===== config.mk =====
export PLATFORM = sky130hd
export DESIGN_NAME = hazard_fwd_unit
export DESIGN_NICKNAME = d
export VERILOG_FILES = /design/src/rtl/hazard_fwd_unit.sv
export SDC_FILE = /design/constraint.sdc
export NUM_CORES = 1
export LEC_CHECK = 0
export CAP_MARGIN = 20
export CORE_MARGIN = 3
export CORE_UTILIZATION = 29
export DETAILED_ROUTE_END_ITERATION = 12
export HOLD_SLACK_MARGIN = 0.08
export PLACE_DENSITY = 0.55
export SYNTH_ARGS = -nofsm -noshare
export SYNTH_HDL_FRONTEND = slang
export SYNTH_SLANG_ARGS = --single-unit
export TNS_END_PERCENT = 10

===== constraint.sdc =====
create_clock -name clk -period 5.49 [get_ports clk]
set_input_delay 1.098 -clock clk [delete_from_list [all_inputs] [get_ports clk]]
set_output_delay 1.098 -clock clk [all_outputs]
set_load 0.05 [all_outputs]

===== src/rtl/hazard_fwd_unit.sv =====
// hazard_fwd_unit: decode-side hazard and forwarding controller for a 5-stage
// MIPS pipeline. It keeps a shadow copy of the EX/MEM/WB destination info and
// drives the load-use stall, the EX operand forwarding selects and a saturating
// stall-cycle counter.
// Build option HAZARD_FORWARDING_EN: when defined, EX/MEM and WB results are
// forwarded and only load-use hazards stall. When undefined, the forwarding
// selects are tied to the register file and every RAW dependency on an EX or
// MEM producer stalls until that producer reaches WB.
module hazard_fwd_unit #(
    parameter int RA_W  = 5,
    parameter int CNT_W = 16
) (
    input  logic             clk,
    input  logic             rst,
    input  logic             id_valid,
    input  logic [RA_W-1:0]  id_rs,
    input  logic [RA_W-1:0]  id_rt,
    input  logic             id_use_rs,
    input  logic             id_use_rt,
    input  logic [RA_W-1:0]  id_dst,
    input  logic             id_regwrite,
    input  logic             id_memread,
    input  logic             flush,
    output logic             stall,
    output logic [1:0]       fwd_a_sel,
    output logic [1:0]       fwd_b_sel,
    output logic [CNT_W-1:0] stall_cnt
);

    localparam logic [1:0]       SEL_RF   = 2'b00;
    localparam logic [RA_W-1:0]  REG_ZERO = {RA_W{1'b0}};
    localparam logic [CNT_W-1:0] CNT_MAX  = {CNT_W{1'b1}};
    localparam logic [CNT_W-1:0] CNT_ZERO = {CNT_W{1'b0}};
    localparam logic [CNT_W-1:0] CNT_ONE  = {{(CNT_W-1){1'b0}}, 1'b1};

    // Shadow pipeline stages
    logic            r_ex_valid;
    logic [RA_W-1:0] r_ex_dst;
    logic            r_ex_regwrite;
    logic            r_ex_memread;
    logic            r_mem_valid;
    logic [RA_W-1:0] r_mem_dst;
    logic            r_mem_regwrite;
    logic            r_mem_memread;
    logic            r_wb_valid;
    logic [RA_W-1:0] r_wb_dst;
    logic            r_wb_regwrite;
    logic            r_wb_memread;

    logic [CNT_W-1:0] r_stall_cnt;

    logic w_ex_eff;
    logic w_mem_eff;
    logic w_rs_hit_ex;
    logic w_rt_hit_ex;
    logic w_rs_hit_mem;
    logic w_rt_hit_mem;
    logic w_stall;
    logic w_bubble;

    // Register $0 is hard-wired to zero, so a write to it is never a producer.
    assign w_ex_eff  = r_ex_valid  & r_ex_regwrite  & (r_ex_dst  != REG_ZERO);
    assign w_mem_eff = r_mem_valid & r_mem_regwrite & (r_mem_dst != REG_ZERO);

    assign w_rs_hit_ex  = id_use_rs & w_ex_eff  & (id_rs == r_ex_dst);
    assign w_rt_hit_ex  = id_use_rt & w_ex_eff  & (id_rt == r_ex_dst);
    assign w_rs_hit_mem = id_use_rs & w_mem_eff & (id_rs == r_mem_dst);
    assign w_rt_hit_mem = id_use_rt & w_mem_eff & (id_rt == r_mem_dst);

`ifdef HAZARD_FORWARDING_EN
    // Only a load in EX cannot be forwarded in time: its data exists after MEM.
    assign w_stall = id_valid & ~flush & r_ex_memread & (w_rs_hit_ex | w_rt_hit_ex);
`else
    // No bypass paths: wait until the producer has reached WB.
    assign w_stall = id_valid & ~flush &
                     (w_rs_hit_ex | w_rt_hit_ex | w_rs_hit_mem | w_rt_hit_mem);
`endif

    // A flushed, stalled or empty ID slot enters EX as a bubble.
    assign w_bubble = w_stall | flush | ~id_valid;
    assign stall    = w_stall;
    assign stall_cnt = r_stall_cnt;

    // Advance the shadow pipe; ID enters EX unless a bubble is injected
    always_ff @(posedge clk or negedge rst) begin
        if (!rst) begin
            r_ex_valid     <= 1'b0;
            r_ex_dst       <= REG_ZERO;
            r_ex_regwrite  <= 1'b0;
            r_ex_memread   <= 1'b0;
            r_mem_valid    <= 1'b0;
            r_mem_dst      <= REG_ZERO;
            r_mem_regwrite <= 1'b0;
            r_mem_memread  <= 1'b0;
            r_wb_valid     <= 1'b0;
            r_wb_dst       <= REG_ZERO;
            r_wb_regwrite  <= 1'b0;
            r_wb_memread   <= 1'b0;
        end else begin
            r_wb_valid     <= r_mem_valid;
            r_wb_dst       <= r_mem_dst;
            r_wb_regwrite  <= r_mem_regwrite;
            r_wb_memread   <= r_mem_memread;
            r_mem_valid    <= r_ex_valid;
            r_mem_dst      <= r_ex_dst;
            r_mem_regwrite <= r_ex_regwrite;
            r_mem_memread  <= r_ex_memread;
            if (w_bubble) begin
                r_ex_valid    <= 1'b0;
                r_ex_dst      <= REG_ZERO;
                r_ex_regwrite <= 1'b0;
                r_ex_memread  <= 1'b0;
            end else begin
                r_ex_valid    <= id_valid;
                r_ex_dst      <= id_dst;
                r_ex_regwrite <= id_regwrite;
                r_ex_memread  <= id_memread;
            end
        end
    end

    // Count stall cycles, saturating at all-ones
    always_ff @(posedge clk or negedge rst) begin
        if (!rst) begin
            r_stall_cnt <= CNT_ZERO;
        end else if (w_stall && (r_stall_cnt != CNT_MAX)) begin
            r_stall_cnt <= r_stall_cnt + CNT_ONE;
        end else begin
            r_stall_cnt <= r_stall_cnt;
        end
    end

`ifdef HAZARD_FORWARDING_EN
    localparam logic [1:0] SEL_EXMEM = 2'b01;
    localparam logic [1:0] SEL_WB    = 2'b10;

    logic [1:0] w_fwd_a;
    logic [1:0] w_fwd_b;
    logic [1:0] r_fwd_a;
    logic [1:0] r_fwd_b;

    // Pick the forwarding source for each ID operand; the younger producer wins
    always_comb begin
        w_fwd_a = SEL_RF;
        w_fwd_b = SEL_RF;
        if (w_rs_hit_ex) begin
            w_fwd_a = SEL_EXMEM;
        end else if (w_rs_hit_mem) begin
            w_fwd_a = SEL_WB;
        end else begin
            w_fwd_a = SEL_RF;
        end
        if (w_rt_hit_ex) begin
            w_fwd_b = SEL_EXMEM;
        end else if (w_rt_hit_mem) begin
            w_fwd_b = SEL_WB;
        end else begin
            w_fwd_b = SEL_RF;
        end
    end

    // Register the selects as the instruction enters EX; bubbles read the regfile
    always_ff @(posedge clk or negedge rst) begin
        if (!rst) begin
            r_fwd_a <= SEL_RF;
            r_fwd_b <= SEL_RF;
        end else if (w_bubble) begin
            r_fwd_a <= SEL_RF;
            r_fwd_b <= SEL_RF;
        end else begin
            r_fwd_a <= w_fwd_a;
            r_fwd_b <= w_fwd_b;
        end
    end

    assign fwd_a_sel = r_fwd_a;
    assign fwd_b_sel = r_fwd_b;
`else
    assign fwd_a_sel = SEL_RF;
    assign fwd_b_sel = SEL_RF;
`endif

    // The WB copy is kept for visibility only; the regfile's write-then-read
    // timing means a WB producer never needs forwarding or a stall.
    logic w_unused;
    assign w_unused = &{1'b0, r_wb_valid, r_wb_dst, r_wb_regwrite, r_wb_memread};

endmodule


; ---- Yosys cells after proc, flatten, opt, wreduce, memory -nomap -nowiden
; Index checks and enable logic that the tools add are counted.
[classes]
n_eq_ne = 5
muxes = 3
div = 0
n_bitwise = 21
add_sub_neg = 1
magnitude_cmp = 0
multipliers = 0
n_reduce_logical = 3
n_shift = 0
[ops]
columns = cell, n
row1 = $eq A5 B5 Y1, 4
row2 = $add A16 B1 Y16 const B, 1
row3 = $ne A16 B16 Y1 const B, 1
row4 = $and A1 B1 Y1, 14
row5 = $reduce_bool A5 Y1, 2
row6 = $mux W5, 1
row7 = $or A1 B1 Y1, 5
row8 = $mux W1, 2
row9 = $not A1 Y1, 2
row10 = $logic_and A1 B1 Y1, 1
[word_totals]
mem_bits_ro = 0
word_cells = 40
reg_bits = 30
in_bits = 23
latchBits = 0
ramBits = 0
output_inout_bits = 21
n_memories = 0

; ---- Depth between registers and ports, before layout
; Gate-level depths: netlist of run 1.
[depth]
word_depth = 11
mapped_depth = 7
mapped_depth_nobuf = 6

; ---- Least setup slack after synthesis of run 1
; OpenSTA, ideal clock, no wires.
[synth_timing]
path_type = input-to-output
from = input port id_rt[0]
to = output port stall
stages = 6
path_buffers = 1
arrival_time_ns = 2.067
required_time_ns = 4.392
slack_ns = 2.325
path_cell_list = xnor2_1 > nand4_1 > o22ai_2 > a32oi_4 > buf_6 > inv_2
[synth_via]
elab_chain_len = 6
elab_cells_between_ends = 8
cone_classes = eq/ne: 2 / bitwise: 6
[synth_rtl]
columns = element, line_no
row1 = from (decl), 17  ; input logic [RA_W-1:0] id_rt,
row2 = $eq A5 B5 Y1, 66  ; assign w_rt_hit_ex = id_use_rt & w_ex_eff & (id_rt == r_ex_dst);
row3 = $and A1 B1 Y1, 66
row4 = $or A1 B1 Y1 (2 in series), 76  ; (w_rs_hit_ex | w_rt_hit_ex | w_rs_hit_mem | w_rt_hit_mem);
row5 = $or A1 B1 Y1 *, 76
row6 = $and A1 B1 Y1 *, 75  ; assign w_stall = id_valid & ~flush &
row7 = to (decl), 24  ; output logic stall,
; Every way passes the cells marked *; elsewhere a longest branch is shown, timed or not.

; ---- Final worst setup path of run 1
[layout_timing]
from = input port id_rt[3]
to = output port stall
; Same word-level chain as after synthesis.

==> impl_metrics.json, run 1 <==
{
  "cts_setup_buffers": 0,
  "cts-root-buf": "clkbuf_8",
  "die_area_um2": 6120,
  "path_class": "input port to output port",
  "final-hold-violation-count": 0,
  "synth_area_leaders": "dfrtp_1 (50%), xnor2_1 (13%), xor2_1 (7.5%), nor4_1 (3.3%), nand2_1 (3.0%)",
  "vias_per_cell": 4.63,
  "peakVddDrop_uv": 106,
  "path_buf_inv": 3,
  "cts.sink_count": 30,
  "cp_data_required_time_ns": 4.39,
  "area_growth_pct": 35.2,
  "max_slew_margin_pct": 64.9,
  "dp_hpwl_um": 2590,
  "cts_tree": "done",
  "ys_ff_latch": 30,
  "leakagePower_uw": 0.000898,
  "min_period_over_period_pct": 81.5,
  "drtAntennaViolNets": 0,
  "drc": 0,
  "clk_path_buf_depth": 2,
  "ctsHoldBuffers": 0,
  "netlist.area_leader.share_pct": 49.6,
  "numCtsBuffers": 5,
  "grtUsageTotal_pct": 11.9,
  "gp_congestion": 0.937,
  "antenna_found_initial": 0,
  "grt_pass1_wl_um": 5720,
  "grt_pass1_vias": 1202,
  "final_cell_mix": "clkdlybuf4s50_1 (38), dfrtp_1 (30), xnor2_1 (22)",
  "critPathMaxFanout": 16,
  "finClkSkew_ns": 0.00454,
  "core_um2": 4880,
  "syn_area_um2": 1510,
  "cp-start-kind": "input port",
  "path_cells": "clkdlybuf4s50_1 -> xnor2_1 -> nand4_1 -> o22ai_2 -> a32oi_4 -> inv_2 -> clkdlybuf4s50_1",
  "syn_inst": 137,
  "critPathTopFamily": "buffers and inverters",
  "avgSynthCellArea_um2": 11.1,
  "yosysSeqAreaShare_pct": 49.6,
  "drive_gt1_share_pct": 7.73,
  "rsz0062_at_grt": "false",
  "status": "completed",
  "path_common_cell": "clkdlybuf4s50_1",
  "vias": 1148,
  "routed_wl_um": 3400,
  "htreeDepth": 2,
  "clock_latency_ns": 0.27,
  "drt-initial-drc-count": 28,
  "ctsResizeCount": 0,
  "clk_pin_slew_ns": 0.06,
  "dr.pass1.iters": 4,
  "yosys.area.top_type": "dfrtp_1",
  "ios": 44,
  "drv_slew": 0,
  "start_util_pct": 31.0,
  "rows": 25,
  "layout_commonest_cell": "clkdlybuf4s50_1",
  "cp_slowest_cell": "clkdlybuf4s50_1",
  "dp_slack_ns": 1.01,
  "die-width_um": 78.3,
  "grt_max_degree": 31,
  "max_freq_mhz": 224,
  "cap_viol_max_count": 0,
  "port_buffers": 38,
  "dieHeight_um": 78.3,
  "fin_crit_ns": 4.47,
  "crit_path_end_kind": "output port",
  "final_nets": 204,
  "worstPathArrival_ns": 3.37,
  "hold_class": "flip-flop to flip-flop",
  "tightest_slew_ns": 0.527,
  "final_util_pct": 41.9,
  "tns_ns": 0,
  "yosysWarnings": 0,
  "synth_cell_types": 29,
  "p_per_area_nw_per_um2": 223,
  "diodes": 0,
  "fin_ws_ns": 1.02,
  "cpPeakStageDelay_ns": 0.80,
  "wl_per_cell_um": 13.7,
  "finalSetupViolations": 0,
  "overflow": 0
}
==> synthesized netlist by cell type (all sizes together) <==
| master | instances |
|---|---|
| inv | 2 |
| or3 | 2 |
| nor4b | 2 |
| buf | 5 |
| and2 | 7 |
| nor3b | 2 |
| and3 | 3 |
| nand2 | 12 |
| nor3 | 3 |
| nor2b | 1 |
| ha | 1 |
| o311a | 2 |
| nor4 | 8 |
| clkbuf | 2 |
| nand3 | 5 |
| xnor2 | 22 |
| mux2 | 1 |
| xor2 | 13 |
| nor2 | 3 |
| dfrtp | 30 |
| o22ai | 2 |
| a32oi | 1 |
| or2 | 1 |
| conb | 1 |
| nand4 | 6 |
==> final timing paths <==
check	end	slack, ns	depth (start not counted)	from
worst max-delay path	stall	1.02	7	id_rt[3]
worst min-delay path	r_mem_valid	0.37	0	r_ex_valid
worst max register to register	stall_cnt[1]	3.10	6	r_mem_dst[0]
worst min register to register	r_mem_valid	0.37	0	r_ex_valid
max in group asynchronous	stall_cnt[13]	4.00	2	rst
min in group asynchronous	stall_cnt[4]	1.21	2	rst
==> state kept, by name (all words and copies together), names as in the netlist <==
name            count
r_ex_dst            5
r_ex_valid          1
r_mem_regwrite      1
r_mem_valid         1
r_mem_dst           5
r_ex_regwrite       1
stall_cnt          16
==> worst register-to-register path: stages, from the launching register on <==
cell and delay [ns]:
dfrtp_1 0.41, or3_1 0.39, o311a_1 0.32, and2_4 0.17, a32oi_4 0.43, or2_2 0.23, mux2_1 0.32
==> final cells by class <==
type | count | area (um^2)
multi-input cells | 101 | 718
fillers | 478 | 2830
flip-flops and latches | 30 | 751
clock inverters | 1 | 5.00
clock buffers | 7 | 86.3
repair buffers | 40 | 395
well taps | 67 | 83.8
inverters | 2 | 7.51
==> layer usage <==
metal | global-route usage, % | routed length (um) | vias to the layer above | part of all wire (%)
met5 | 0 | 0 | - | 0
met4 | 3.67 | 34 | 0 | 1.0
met3 | 4.13 | 204 | 4 | 6.0
met2 | 20.2 | 1670 | 43 | 49
met1 | 14.2 | 1490 | 549 | 44
li1 | - | - | 552 | -
==> per-stage QoR <==
stage                     instance area, um^2  power [uW]  cells  hold slack [ns]
after floorplan                          1530         259    140            0.354
after global placement                   1960         282    240            0.358
after detailed placement                 1960         284    240            0.366
after CTS                                2050         464    248            0.376
after global routing                     2050         478    248            0.392
final                                    2050         456    248            0.371
==> kinds of logic (layout without fill, tap and decap cells) <==
family / Yosys count / in the layout / synth area share [%]
muxes: 1 / 1 / 0.744
other: 1 / 4 / 0.248
xor gates and xnor gates: 35 / 35 / 20.2
buffers and inverters: 9 / 50 / 3.72
and+or+nand+nor: 55 / 55 / 20.2
adders and majority gates: 1 / 1 / 0.826
DFF: 30 / 30 / 49.6
AOI/OAI and AO/OA: 5 / 5 / 4.38
==> power by group <==
part           switching, uW  leakage [uW]  internal (uW)  total, uW
combinational           23.6      0.000444           25.4       49.0
sequential              4.31      0.000406            225        230
clock                   76.4     0.0000482            101        177
(Power assumes the default switching activity.)
==> run 2: changes to the inputs <==
==> constraint.sdc (replaced) <==
create_clock -name clk -period 4.7 [get_ports clk]
set_input_delay 0.94 -clock clk [delete_from_list [all_inputs] [get_ports clk]]
set_output_delay 0.94 -clock clk [all_outputs]
set_load 0.05 [all_outputs]
==> impl_metrics.json, run 2 (same netlist as run 1, synthesis figures left out) <==
{
  "ios": 44,
  "clock_latency_ns": 0.27,
  "fin_ws_ns": 0.550,
  "drv_slew": 0,
  "gp_congestion": 0.938,
  "path_cells": "clkdlybuf4s50_1 -> xnor2_1 -> nand4_1 -> o22ai_2 -> a32oi_4 -> inv_2 -> clkdlybuf4s50_1",
  "core_um2": 4880,
  "max_slew_margin_pct": 65.6,
  "path_buf_inv": 3,
  "leakagePower_uw": 0.000893,
  "peakVddDrop_uv": 130,
  "dp_slack_ns": 0.532,
  "rsz0062_at_grt": "false",
  "finalSetupViolations": 0,
  "fin_crit_ns": 4.15,
  "vias_per_cell": 4.61,
  "clk_pin_slew_ns": 0.06,
  "routed_wl_um": 3390,
  "dp_hpwl_um": 2550,
  "hold_class": "flip-flop to flip-flop",
  "drc": 0,
  "final_nets": 204,
  "grt_max_degree": 31,
  "die_area_um2": 6120,
  "ctsResizeCount": 0,
  "worstPathArrival_ns": 3.21,
  "fin_cells": 247,
  "diodes": 0,
  "cp_slowest_cell": "clkdlybuf4s50_1",
  "regArea_um2": 751,
  "die-width_um": 78.3,
  "largest_reg_flops": 16,
  "dieHeight_um": 78.3,
  "grt_pass1_vias": 1213,
  "grt_pass1_wl_um": 5810,
  "finClkSkew_ns": 0.00488,
  "status": "completed",
  "drive_gt1_share_pct": 7.78,
  "clk_path_buf_depth": 2,
  "path_common_cell": "clkdlybuf4s50_1",
  "p_per_area_nw_per_um2": 253,
  "cts.sink_count": 30,
  "final-hold-violation-count": 0,
  "cpPeakStageDelay_ns": 0.80,
  "rows": 25,
  "max_freq_mhz": 241,
  "layout_commonest_cell": "clkdlybuf4s50_1",
  "ctsHoldBuffers": 0,
  "critPathMaxFanout": 16,
  "numCtsBuffers": 5,
  "drt-initial-drc-count": 14,
  "start_util_pct": 31.0,
  "cp-start-kind": "input port",
  "min_period_over_period_pct": 88.3,
  "tns_ns": 0,
  "area_growth_pct": 34.4,
  "port_buffers": 38,
  "vias": 1139,
  "multi_input_area_um2": 718,
  "cts-root-buf": "clkbuf_8",
  "cts_setup_buffers": 0,
  "cp_data_required_time_ns": 3.76,
  "drtAntennaViolNets": 0,
  "overflow": 0,
  "wl_per_cell_um": 13.7,
  "final_cell_mix": "clkdlybuf4s50_1 (38), dfrtp_1 (30), xnor2_1 (22)",
  "cts_tree": "done",
  "cap_viol_max_count": 0,
  "grtUsageTotal_pct": 12.1,
  "dr.pass1.iters": 4,
  "crit_path_end_kind": "output port",
  "htreeDepth": 2,
  "tightest_slew_ns": 0.517,
  "critPathTopFamily": "buffers and inverters",
  "dpl.cell_count": 240,
  "path_class": "input port to output port",
  "fillers": 487,
  "antenna_found_initial": 0
}
run 2: cell type report:
type	count	area share (%)
Inverter	2	0.369
Multi-Input combinational cell	101	35.3
Sequential cell	30	36.9
Clock buffer	5	3.38
Clock inverter	2	0.492
Timing Repair Buffer	40	19.4
Tap cell	67	4.12
run 2: per-stage QoR:
stage | area (um^2) | util [%] | hold slack, ns | power, uW
6_report | 2030 | 41.7 | 0.378 | 514
5_1_grt | 2030 | 41.7 | 0.384 | 536
4_1_cts | 2030 | 41.7 | 0.379 | 525
3_5_place_dp | 1960 | 40.1 | 0.365 | 331
3_3_place_gp | 1960 | 40.1 | 0.358 | 330
2_1_floorplan | 1530 | - | 0.354 | 303
run 2: final timing paths:
path,startpoint,endpoint,slack [ns],cells past startpoint
min in group asynchronous,rst,stall_cnt[8],1.05,2
max,id_rt[3],stall,0.55,7
max in group asynchronous,rst,stall_cnt[13],3.37,2
min reg2reg,r_ex_valid,r_mem_valid,0.38,0
max reg2reg,r_mem_dst[0],stall_cnt[1],2.33,6
min,r_ex_valid,r_mem_valid,0.38,0
run 2: report_power, final:
part | internal (uW) | switching (uW) | leakage (uW)
Combinational | 29.7 | 27.7 | 0.000444
Sequential | 263 | 5.04 | 0.000406
Clock | 99.0 | 89.1 | 0.0000438
Total | 392 | 122 | 0.000893
run 2: worst register-to-register path: stages, from the launching register on:
cell,delay [ns]
dfrtp_1,0.41
or3_1,0.39
o311a_1,0.32
and2_4,0.17
a32oi_4,0.42
or2_2,0.24
mux2_1,0.31
run 2: routing by layer:
metal	track usage (%)	share of wire, %
met5	0	0
met4	4.20	1.6
met3	3.78	5.6
met2	20.3	49
met1	14.6	44
==> run 3: changes to the inputs <==
--- a/config.mk
+++ b/config.mk
@@ -7,10 +7,10 @@
 export LEC_CHECK = 0
 export CAP_MARGIN = 20
 export CORE_MARGIN = 3
-export CORE_UTILIZATION = 29
+export CORE_UTILIZATION = 45
 export DETAILED_ROUTE_END_ITERATION = 12
 export HOLD_SLACK_MARGIN = 0.08
-export PLACE_DENSITY = 0.55
+export PLACE_DENSITY = 0.78
 export SYNTH_ARGS = -nofsm -noshare
 export SYNTH_HDL_FRONTEND = slang
 export SYNTH_SLANG_ARGS = --single-unit
==> constraint.sdc (replaced) <==
create_clock -name clk -period 5.32 [get_ports clk]
set_input_delay 1.064 -clock clk [delete_from_list [all_inputs] [get_ports clk]]
set_output_delay 1.064 -clock clk [all_outputs]
set_load 0.05 [all_outputs]
==> impl_metrics.json, run 3 (same netlist as run 1, synthesis figures left out) <==
{
  "min_period_over_period_pct": 82.4,
  "grt_pass1_vias": 1234,
  "rsz0062_at_grt": "false",
  "final_cell_mix": "clkdlybuf4s50_1 (38), dfrtp_1 (30), xnor2_1 (22)",
  "grtUsageTotal_pct": 18.1,
  "die-width_um": 64,
  "path_class": "input port to output port",
  "cts.sink_count": 30,
  "largest_reg_flops": 16,
  "routed_wl_um": 3230,
  "dieHeight_um": 64,
  "cts_setup_buffers": 0,
  "p_per_area_nw_per_um2": 207,
  "drv_slew": 0,
  "port_buffers": 38,
  "grt_max_degree": 31,
  "clk_pin_slew_ns": 0.08,
  "drc": 0,
  "die_area_um2": 4100,
  "antenna_found_initial": 0,
  "worstPathArrival_ns": 3.32,
  "dp_hpwl_um": 2500,
  "wl_per_cell_um": 14.4,
  "start_util_pct": 48.4,
  "crit_path_end_kind": "output port",
  "cap_viol_max_count": 0,
  "critPathMaxFanout": 16,
  "clk_path_buf_depth": 2,
  "fin_crit_ns": 4.38,
  "dr.pass1.iters": 4,
  "drt-initial-drc-count": 21,
  "max_slew_margin_pct": 65.7,
  "status": "completed",
  "tightest_slew_ns": 0.514,
  "drive_gt1_share_pct": 6.67,
  "drtAntennaViolNets": 0,
  "diodes": 0,
  "cp-start-kind": "input port",
  "finClkSkew_ns": 0.00402,
  "power_frac_clock_pct": 29.6,
  "cts_tree": "done",
  "swShare_pct": 24.4,
  "tns_ns": 0,
  "net-switching-power_uw": 99.5,
  "finalSetupViolations": 0,
  "ios": 44,
  "finalPower_uw": 408,
  "vias_per_cell": 5.07,
  "final_nets": 204,
  "numCtsBuffers": 5,
  "final-hold-violation-count": 0,
  "max_freq_mhz": 228,
  "layout_commonest_cell": "clkdlybuf4s50_1",
  "area_growth_pct": 30.2,
  "clock_latency_ns": 0.32,
  "seqPwrFrac_pct": 58.1,
  "core_um2": 3130,
  "hold_class": "flip-flop to flip-flop",
  "htreeDepth": 2,
  "cp_data_required_time_ns": 4.26,
  "gp_congestion": 0.775,
  "grt_pass1_wl_um": 5620,
  "rows": 20,
  "peakVddDrop_uv": 92.4,
  "p_int_uw": 308,
  "ctsResizeCount": 0,
  "overflow": 0,
  "cts-root-buf": "clkbuf_4",
  "pwr-share-comb_pct": 12.3,
  "ctsHoldBuffers": 0,
  "leakagePower_uw": 0.000875,
  "vias": 1136
}
-- run 3: changes by cell type in the layout (fill, tap and decap cells not counted) --
cell      before  now
clkbuf_4       0    5
clkbuf_8       5    0
clkbuf_1       0    2
clkinv_2       2    0
-- run 3: area by class of cell --
class                           count  area [um^2]
Inverter                            2         7.51
Clock buffer                        7         45.0
Multi-Input combinational cell    101          718
Tap cell                           44         55.1
Fill cell                         256         1160
Sequential cell                    30          751
Timing Repair Buffer               40          395
-- run 3: power by group through the flow --
stage | Sequential (uW) | Clock, uW | Combinational, uW
final | 237 | 121 | 50.3
after global routing | 238 | 137 | 54.6
after CTS | 237 | 125 | 51.1
after detailed placement | 241 | 0 | 50.9
after global placement | 241 | 0 | 49.2
after floorplan | 241 | 0 | 26.5
-- run 3: metrics by stage --
stage / hold slack, ns / instance area, um^2 / cells / util, % / setup slack, ns
finish: 0.381 / 1970 / 224 / 63.0 / 0.936
global route: 0.394 / 1970 / 224 / 63.0 / 0.826
CTS: 0.381 / 1970 / 224 / 63.0 / 0.912
detailed placement: 0.362 / 1930 / 217 / 61.6 / 0.923
global placement: 0.362 / 1930 / 217 / 61.6 / 0.998
floorplan: 0.354 / 1530 / 140 / - / 2.22
-- run 3: worst paths after layout --
kind	from	to	slack (ns)	cells past startpoint
worst max-delay path	id_rt[3]	stall	0.94	7
worst min-delay path	r_ex_regwrite	r_mem_regwrite	0.38	0
worst max register to register	r_mem_dst[0]	stall_cnt[1]	2.95	6
worst min register to register	r_ex_regwrite	r_mem_regwrite	0.38	0
max in group asynchronous	rst	r_ex_regwrite	3.91	2
min in group asynchronous	rst	stall_cnt[7]	1.12	2
-- run 3: critical path, stage by stage --
cell,delay [ns]
clkdlybuf4s50_1,0.52
xnor2_1,0.14
nand4_1,0.12
o22ai_1,0.38
a32oi_4,0.20
inv_2,0.09
clkdlybuf4s50_1,0.80
-- run 3: layer usage --
layer / share of wire (%) / GRT usage, % / vias up / wire length [um]
li1: - / - / 551 / -
met1: 40 / 20.7 / 540 / 1300
met2: 51 / 28.9 / 35 / 1660
met3: 6.0 / 7.73 / 10 / 194
met4: 2.4 / 8.89 / 0 / 76
met5: 0 / 0 / - / 0
